## src/rtl/seq_pkg.sv

```systemverilog
// seq_pkg: state encoding, default parameters and a width helper shared by prog_sequencer.
package seq_pkg;

    typedef enum logic [2:0] {IDLE, LAUNCH, ARM, RUN, REC, DONE} seq_state_t;

    localparam int DEF_NUM_PROGS    = 3;
    localparam int DEF_START_CYCLES = 2;
    localparam int DEF_TIMEOUT      = 4096;
    localparam int DEF_CNT_W        = 16;

    // Index width that never collapses to zero bits for a single-entry range.
    function automatic int idxWidth(input int n);
        return (n > 1) ? $clog2(n) : 1;
    endfunction

endpackage

```

## src/rtl/sat_counter.sv

```systemverilog
// sat_counter: synchronous up-counter that sticks at all-ones instead of wrapping.
module sat_counter #(
    parameter int CNT_W = 16
) (
    input  logic             Clk,
    input  logic             Reset,
    input  logic             Clr,
    input  logic             En,
    output logic [CNT_W-1:0] Q
);

    // Clear has priority over counting; holding at all-ones keeps a hung program from looking fast.
    always_ff @(posedge Clk) begin
        if (Reset || Clr) begin
            Q <= '0;
        end else if (En && (Q != '1)) begin
            Q <= Q + 1'b1;
        end
    end

endmodule

```

## src/rtl/prog_sequencer.sv

```systemverilog
// prog_sequencer: launches NUM_PROGS programs on the core, times each one and flags hangs.
// Optional PERF_LOG_EN adds a per-program cycle log readable through LogIdx/LogCt.
module prog_sequencer
    import seq_pkg::*;
#(
    parameter int NUM_PROGS    = DEF_NUM_PROGS,
    parameter int START_CYCLES = DEF_START_CYCLES,
    parameter int TIMEOUT      = DEF_TIMEOUT,
    parameter int CNT_W        = DEF_CNT_W,
    localparam int IDX_W       = idxWidth(NUM_PROGS)
) (
    input  logic             Clk,
    input  logic             Reset,
    input  logic             Go,
    input  logic             Ack,
    output logic             Start,
    output logic [IDX_W-1:0] ProgIdx,
    output logic [CNT_W-1:0] CycleCt,
    output logic             CycleVld,
    output logic             TimedOut,
    output logic             AllDone
`ifdef PERF_LOG_EN
    ,
    input  logic [IDX_W-1:0] LogIdx,
    output logic [CNT_W-1:0] LogCt
`endif
);

    localparam int LAUNCH_W = idxWidth(START_CYCLES + 1);
    localparam logic [LAUNCH_W-1:0] LAUNCH_LAST = LAUNCH_W'(START_CYCLES - 1);
    localparam logic [CNT_W-1:0]    TIMEOUT_CT  = CNT_W'(TIMEOUT);
    localparam logic [IDX_W-1:0]    LAST_IDX    = IDX_W'(NUM_PROGS - 1);

    seq_state_t state;
    seq_state_t nextState;

    logic                goAccept;
    logic                timeoutHit;
    logic                cntClr;
    logic                cntEn;
    logic [CNT_W-1:0]    cntQ;
    logic                launchClr;
    logic                launchEn;
    logic [LAUNCH_W-1:0] launchQ;

    // The program counter holds on the Ack cycle so the recorded value excludes the halt cycle.
    assign cntEn     = (state == ARM) || ((state == RUN) && !Ack);
    assign cntClr    = (state != ARM) && (state != RUN);
    assign launchEn  = (state == LAUNCH);
    assign launchClr = (state != LAUNCH);

    sat_counter #(
        .CNT_W (CNT_W)
    ) cycleCounter (
        .Clk   (Clk),
        .Reset (Reset),
        .Clr   (cntClr),
        .En    (cntEn),
        .Q     (cntQ)
    );

    sat_counter #(
        .CNT_W (LAUNCH_W)
    ) launchCounter (
        .Clk   (Clk),
        .Reset (Reset),
        .Clr   (launchClr),
        .En    (launchEn),
        .Q     (launchQ)
    );

    // Next-state logic; in ARM an Ack is still the previous halt, so only a hang can end it early.
    always_comb begin
        nextState  = state;
        goAccept   = 1'b0;
        timeoutHit = 1'b0;
        case (state)
            IDLE, DONE: begin
                if (Go) begin
                    nextState = LAUNCH;
                    goAccept  = 1'b1;
                end
            end
            LAUNCH: begin
                if (launchQ == LAUNCH_LAST) begin
                    nextState = ARM;
                end
            end
            ARM: begin
                if (cntQ == TIMEOUT_CT) begin
                    nextState  = DONE;
                    timeoutHit = 1'b1;
                end else if (!Ack) begin
                    nextState = RUN;
                end
            end
            RUN: begin
                if (Ack) begin
                    nextState = REC;
                end else if (cntQ == TIMEOUT_CT) begin
                    nextState  = DONE;
                    timeoutHit = 1'b1;
                end
            end
            REC: begin
                nextState = (ProgIdx == LAST_IDX) ? DONE : LAUNCH;
            end
            default: begin
                nextState = IDLE;
            end
        endcase
    end

    // All outputs come from next-state decode so they line up with the state they describe.
    always_ff @(posedge Clk) begin
        if (Reset) begin
            state    <= IDLE;
            Start    <= 1'b0;
            ProgIdx  <= '0;
            CycleCt  <= '0;
            CycleVld <= 1'b0;
            TimedOut <= 1'b0;
            AllDone  <= 1'b0;
        end else begin
            state    <= nextState;
            Start    <= (nextState == LAUNCH);
            AllDone  <= (nextState == DONE);
            CycleVld <= (nextState == REC) || timeoutHit;

            if (goAccept) begin
                ProgIdx <= '0;
            end else if ((state == REC) && (nextState == LAUNCH)) begin
                ProgIdx <= ProgIdx + 1'b1;
            end

            if (goAccept) begin
                TimedOut <= 1'b0;
            end else if (timeoutHit) begin
                TimedOut <= 1'b1;
            end

            if (timeoutHit) begin
                CycleCt <= TIMEOUT_CT;
            end else if (nextState == REC) begin
                CycleCt <= cntQ;
            end
        end
    end

`ifdef PERF_LOG_EN
    logic [CNT_W-1:0] logArr [NUM_PROGS];

    // Log entries are written on the same edge that updates CycleCt.
    always_ff @(posedge Clk) begin
        if (Reset || goAccept) begin
            for (int i = 0; i < NUM_PROGS; i++) begin
                logArr[i] <= '0;
            end
        end else if (timeoutHit) begin
            logArr[ProgIdx] <= TIMEOUT_CT;
        end else if (nextState == REC) begin
            logArr[ProgIdx] <= cntQ;
        end
    end

    assign LogCt = (int'(LogIdx) < NUM_PROGS) ? logArr[LogIdx] : '0;
`endif

endmodule

```

## config.mk

```make
export PLATFORM = sky130hd
export DESIGN_NAME = prog_sequencer
export DESIGN_NICKNAME = d
export VERILOG_FILES = /design/src/rtl/seq_pkg.sv /design/src/rtl/sat_counter.sv /design/src/rtl/prog_sequencer.sv
export SDC_FILE = /design/constraint.sdc
export NUM_CORES = 1
export LEC_CHECK = 0
export BUFFER_PORTS_ARGS = -buffer_cell sky130_fd_sc_hd__clkbuf_2
export CAP_MARGIN = 15
export CORE_UTILIZATION = 61
export CTS_CLUSTER_DIAMETER = 120
export DETAILED_ROUTE_END_ITERATION = 12
export GPL_ROUTABILITY_DRIVEN = 0
export PLACE_DENSITY_LB_ADDON = 0.2
export SLEW_MARGIN = 10
export SYNTH_ARGS = -nofsm -noshare
export SYNTH_HDL_FRONTEND = slang
export SYNTH_SLANG_ARGS = --single-unit
```

## constraint.sdc

```tcl
create_clock -name Clk -period 3.75 [get_ports Clk]
set_input_delay 1.125 -clock Clk [delete_from_list [all_inputs] [get_ports Clk]]
set_output_delay 1.125 -clock Clk [all_outputs]
set_load 0.02 [all_outputs]
```

* Word level (Yosys, flattened, before mapping)
Index checks and enable logic that the tools add are counted.
Word-level totals: register bits after elaboration 43, bits of input ports 4, output and inout port bits 22, logic and storage cells 59
Operators by class: $add $sub $neg 3, eq/ne operators 16, muxes and demuxes 15, reduce and logical (&&, ||, !) cells 15
Operators by type and width (count):
- 13-bit 2-to-1 mux | 2
- 3-bit 2-to-1 mux | 7
- 16-bit by 1-bit adder with 16-bit output, second input constant | 1
- 16-bit by 13-bit equality test with 1-bit output, second input constant | 1
- 16-bit inequality test, second input constant | 1
- 3-bit one-hot mux with 5 select lines | 1
- 3-bit equality test, second input constant | 4
- 3-bit by 1-bit equality test with 1-bit output, second input constant | 2
- 3-bit by 2-bit equality test with 1-bit output, second input constant | 2
- 3-bit by 2-bit inequality test with 1-bit output, second input constant | 2
- 2-bit OR reduction | 3
- 1-bit logical AND | 5
- 2-bit by 1-bit adder with 2-bit output, second input constant | 2
- 1-bit logical OR | 4
- 1-bit 2-to-1 mux | 4
- 3-bit logical NOT | 1
- 3-bit by 1-bit inequality test with 1-bit output, second input constant | 1
- 2-bit by 1-bit equality test with 1-bit output, second input constant | 1
- 2-bit equality test, second input constant | 1
- 2-bit inequality test, second input constant | 1
- 1-bit one-hot mux with 2 select lines | 1
- 2-bit nonzero test | 1
- 1-bit logical NOT | 1

* Longest topological paths before layout
word-level depth 7, gate-level depth with buffers 7, depth with buffers taken out 6

* By module
From an unflattened synthesis, not the netlist that was laid out.
Second synthesis, totals: cell total of the unflattened synthesis 211, area, all modules 2058.2 um^2
By module, submodules not included:
- prog_sequencer | times used 1, cells an instance 108, area each 1106.1 um^2, sequential area each 500.5 um^2
- sat_counter at cycleCounter | times used 1, cells an instance 95, area each 847.1 um^2, sequential area each 320.3 um^2
- sat_counter at launchCounter | times used 1, cells an instance 8, area each 105.1 um^2, sequential area each 40.0 um^2

* Least setup slack after synthesis
OpenSTA, ideal clock, no wires.
kind input-to-reg, start point input Ack, end point register cycleCounter.Q[14], setup time 0.116 ns, arrival 2.048 ns, required time 3.634 ns, path slack 1.585 ns, stages on the path 4, path buffers 0, cells stage by stage and2_1 nor4_1 nand4_1 o211a_1
Between the ends: longest elaborated chain between the ends 4
RTL lines:
- from (decl) | RTL line prog_sequencer.sv:15 | input logic Ack,
- 1-bit logical NOT
- 1-bit logical AND | RTL line prog_sequencer.sv:47 | assign cntEn = (state == ARM) || ((state == RUN) && !Ack);
- 1-bit logical OR | RTL line prog_sequencer.sv:47
- 1-bit logical AND | RTL line sat_counter.sv:16 | end else if (En && (Q != '1)) begin
- to (signal assigned) | RTL line sat_counter.sv:17 | Q <= Q + 1'b1;
- to (decl) | RTL line sat_counter.sv:9 | output logic [CNT_W-1:0] Q
No other way between the ends. A chain may end at the register's enable or synchronous reset.

* Final worst setup path
start point register state[1], end point register cycleCounter.Q[2]
Between the ends: longest elaborated chain between the ends 4, elaborated cells between the ends (all ways) 9, classes of those cells 4 x eq/ne; 5 x reduce/logical
RTL lines:
- from (decl) | RTL line prog_sequencer.sv:34 | seq_state_t state;
- from (signal assigned) | RTL line prog_sequencer.sv:125 | state <= nextState;
- 3-bit by 2-bit equality test with 1-bit output | RTL line prog_sequencer.sv:47
- 1-bit logical AND | RTL line prog_sequencer.sv:47
- 1-bit logical OR | RTL line prog_sequencer.sv:47
- 1-bit logical AND | RTL line sat_counter.sv:16
Parallel ways exist; a longest one is shown, timed or not.

==> metrics.md <==
| Metric | Value |
|---|---|
| FF+latch count, synth | `43` |
| Min Tclk post-route | `2.308 ns` |
| RSZ-0062 raised after global routing | `no` |
| WL final | `4344 µm` |
| Post-synth EDFFs | `0` |
| Synth Flop Type | `dfxtp_1` |
| Final Max Slew Viols | `0` |
| Final Non-Filler Cells | `315` |
| Crit. End Element | `flop` |
| Avg Cell Area, Syn | `8.193 µm²` |
| DRC viols | `0` |
| Clock skew | `0.002135 ns` |
| Pre-antenna DRT Iters | `4` |
| Post-synth top area cell | `dfxtp_1` |
| CP max-delay cell | `nor2b_1` |
| Most numerous cell in the Yosys netlist | `nand2_1` |
| Io pins | `26` |
| Detail Route Antenna Nets | `0` |
| Nets | `279` |
| Max incr delay on CP | `0.60 ns` |
| Site Rows | `20` |
| Layout area overhead | `10.93%` |
| Die height | `59.95 µm` |
| Cell variety after synth | `45` |
| Core area | `3128 µm²` |
| Vias in the first global route | `1560` |
| Pwr/cell area | `375.9 nW/µm²` |
| Critical Path, Cell by Cell | `nor2b_1 > nand2_1 > or4_1 > nand2_1` |
| Post-Syn Nets | `259` |
| CTS tree | `yes` |
| # resized after CTS | `0` |
| Crit Path Max Fanout | `13` |
| Diodes inserted | `0` |
| Synth top cells by count | `47 x nand2_1, 43 x dfxtp_1, 31 x a21oi_1, 16 x nor2_1` |
| Worst setup path class | `flop to flop` |
| Filler cells | `248` |
| Routed length per instance | `13.79 µm` |
| CP arrival | `2.61 ns` |
| Hold buffers post-CTS | `0` |
| Top cell type's share of synthesized area | `0.4203` |
| H-tree Lvls | `2` |
| Synth Cell Area | `2048 µm²` |
| Initial antenna violation count | `0` |
| Status | `finished, final reports clean` |
| First-pass GRT wire length | `7189 µm` |
| Root Buffer | `clkbuf_4` |
| Via-to-Cell Ratio | `5.902` |
| Slew at the pin closest to its max-slew limit | `1.053 ns` |
| TritonCTS Sinks | `43` |
| FF/Latch Area | `860.8 µm²` |
| Overflow after GRT | `0` |
| Largest net degree at the start of global routing | `19` |
| Num CTS Buffers | `5` |
| Placed Cells | `307` |
| Final HPWL DP | `3114 µm` |
| Period utilization | `0.6155` |
| Register area share after synthesis | `0.4203` |
| Via Count | `1859` |
| VDD IR max | `0.2163 mV` |
| Ranking of synthesized cells by area | `dfxtp_1 42%, nand2_1 8.6%, a21oi_1 7.6%` |
| CTS max path bufs | `2` |
| IO buf count | `25` |
| Post-CTS setup buffer count | `0` |
| Die X | `59.95 µm` |
| Later-pin clock latency in the skew report | `0.35 ns` |
| Slew margin rel. | `0.2952` |
| P_leak | `0.8003 nW` |
| Gr usage total | `0.2682` |
| Max-cap viol count | `0` |
| Die area | `3593 µm²` |
| Syn. warnings | `0` |
| Final setup viols | `0` |
| Initial core utilization | `0.6548` |
| Post-synth ARST share | `0` |
| Setup TNS | `0 ns` |
| Reg clk slew, reported paths | `0.12 ns` |
| F_max | `433.3 MHz` |
| Initial drt markers | `113` |
| Element type at the critical path start | `flop` |
| Final hold vios | `0` |
| Footprint of the multi-input gates | `1100 µm²` |
| Post-Synthesis Cells | `250` |
| Worst EP required | `4.06 ns` |
| CP dominant cell by count | `nand2_1` |
| Type of the most critical hold path | `flop to flop` |
| Fraction of layout cells with a size suffix above 1 | `0.1550` |
## cell families after synthesis
family          after synthesis  share of synthesized area
compound gates               60                     0.1772
xor+xnor                      2                   0.008554
fa+ha+maj                     5                    0.03054
buf+inv                      19                    0.04276
flops                        43                     0.4203
simple gates                121                     0.3207
## layer usage
| layer | vias up | GRT usage | wire, µm |
|---|---|---|---|
| met5 | - | 0 | 0 |
| met4 | 0 | 0.08970 | 57 |
| met3 | 8 | 0.05195 | 233 |
| met2 | 67 | 0.3984 | 1890 |
| met1 | 834 | 0.3871 | 2163 |
| li1 | 950 | - | - |
## cell usage in the layout, fill, tap and decap left out, types with 3 or more instances in the layout
cell      instances
o21ai_0           8
a211oi_1          4
nand4_1           5
nand2b_1          5
inv_1             6
nand2_1          47
nor2_1           16
or3_1             4
nor3_1            5
nor4_1            4
ha_1              5
clkbuf_2         25
nand3_1           7
o31ai_1           8
a21oi_1          31
and4_1            3
dfxtp_1          43
clkbuf_4          5
or4_1             7
## state kept, by name, indices dropped and copies added (netlist names)
register         count
CycleCt             16
cycleCounter.Q      16
state                3
ProgIdx              2
launchCounter.Q      2
AllDone              1
CycleVld             1
Start                1
TimedOut             1
## report_power, final
group          total (mW)  switching [mW]  internal [mW]
Clock               0.356           0.148          0.208
Sequential          0.465         0.00454          0.460
Combinational      0.0330          0.0224         0.0106
## through the flow
| stage | instance area (µm²) | util | power (mW) | hold WS [ns] | setup slack (ns) |
|---|---|---|---|---|---|
| detailed placement | 2171 | 0.6940 | 0.5075 | 0.4468 | 1.264 |
| global route | 2272 | 0.7264 | 0.8861 | 0.4803 | 1.309 |
| finish | 2272 | 0.7264 | 0.8542 | 0.4602 | 1.442 |
| floorplan | 2048 | - | 0.4989 | 0.4731 | 1.585 |
| CTS | 2272 | 0.7264 | 0.8596 | 0.4643 | 1.473 |
| global placement | 2171 | 0.6940 | 0.5075 | 0.4425 | 1.298 |
## final timing paths
check | startpoint | end | slack (ns) | cells past startpoint
min reg2reg | CycleCt[2] | CycleCt[2] | 0.46 | 2
max reg2reg | state[1] | cycleCounter.Q[2] | 1.44 | 4
max | state[1] | cycleCounter.Q[2] | 1.44 | 4
min | CycleCt[2] | CycleCt[2] | 0.46 | 2
## cell type report
cell class	count	share of cell area
clock buffer	6	0.01817
clock inverter	2	0.02643
inverter	6	0.009912
multi-input combinational	188	0.4840
sequential	43	0.3789
tap	44	0.02423
timing repair buffer	26	0.05837
## critical path: cells and delay by family, from the launching register on
family / cells / cell delay, ns
and+or+nand+nor: 4 / 1.70
DFF: 1 / 0.55
Power figures use the tool's default switching activity.
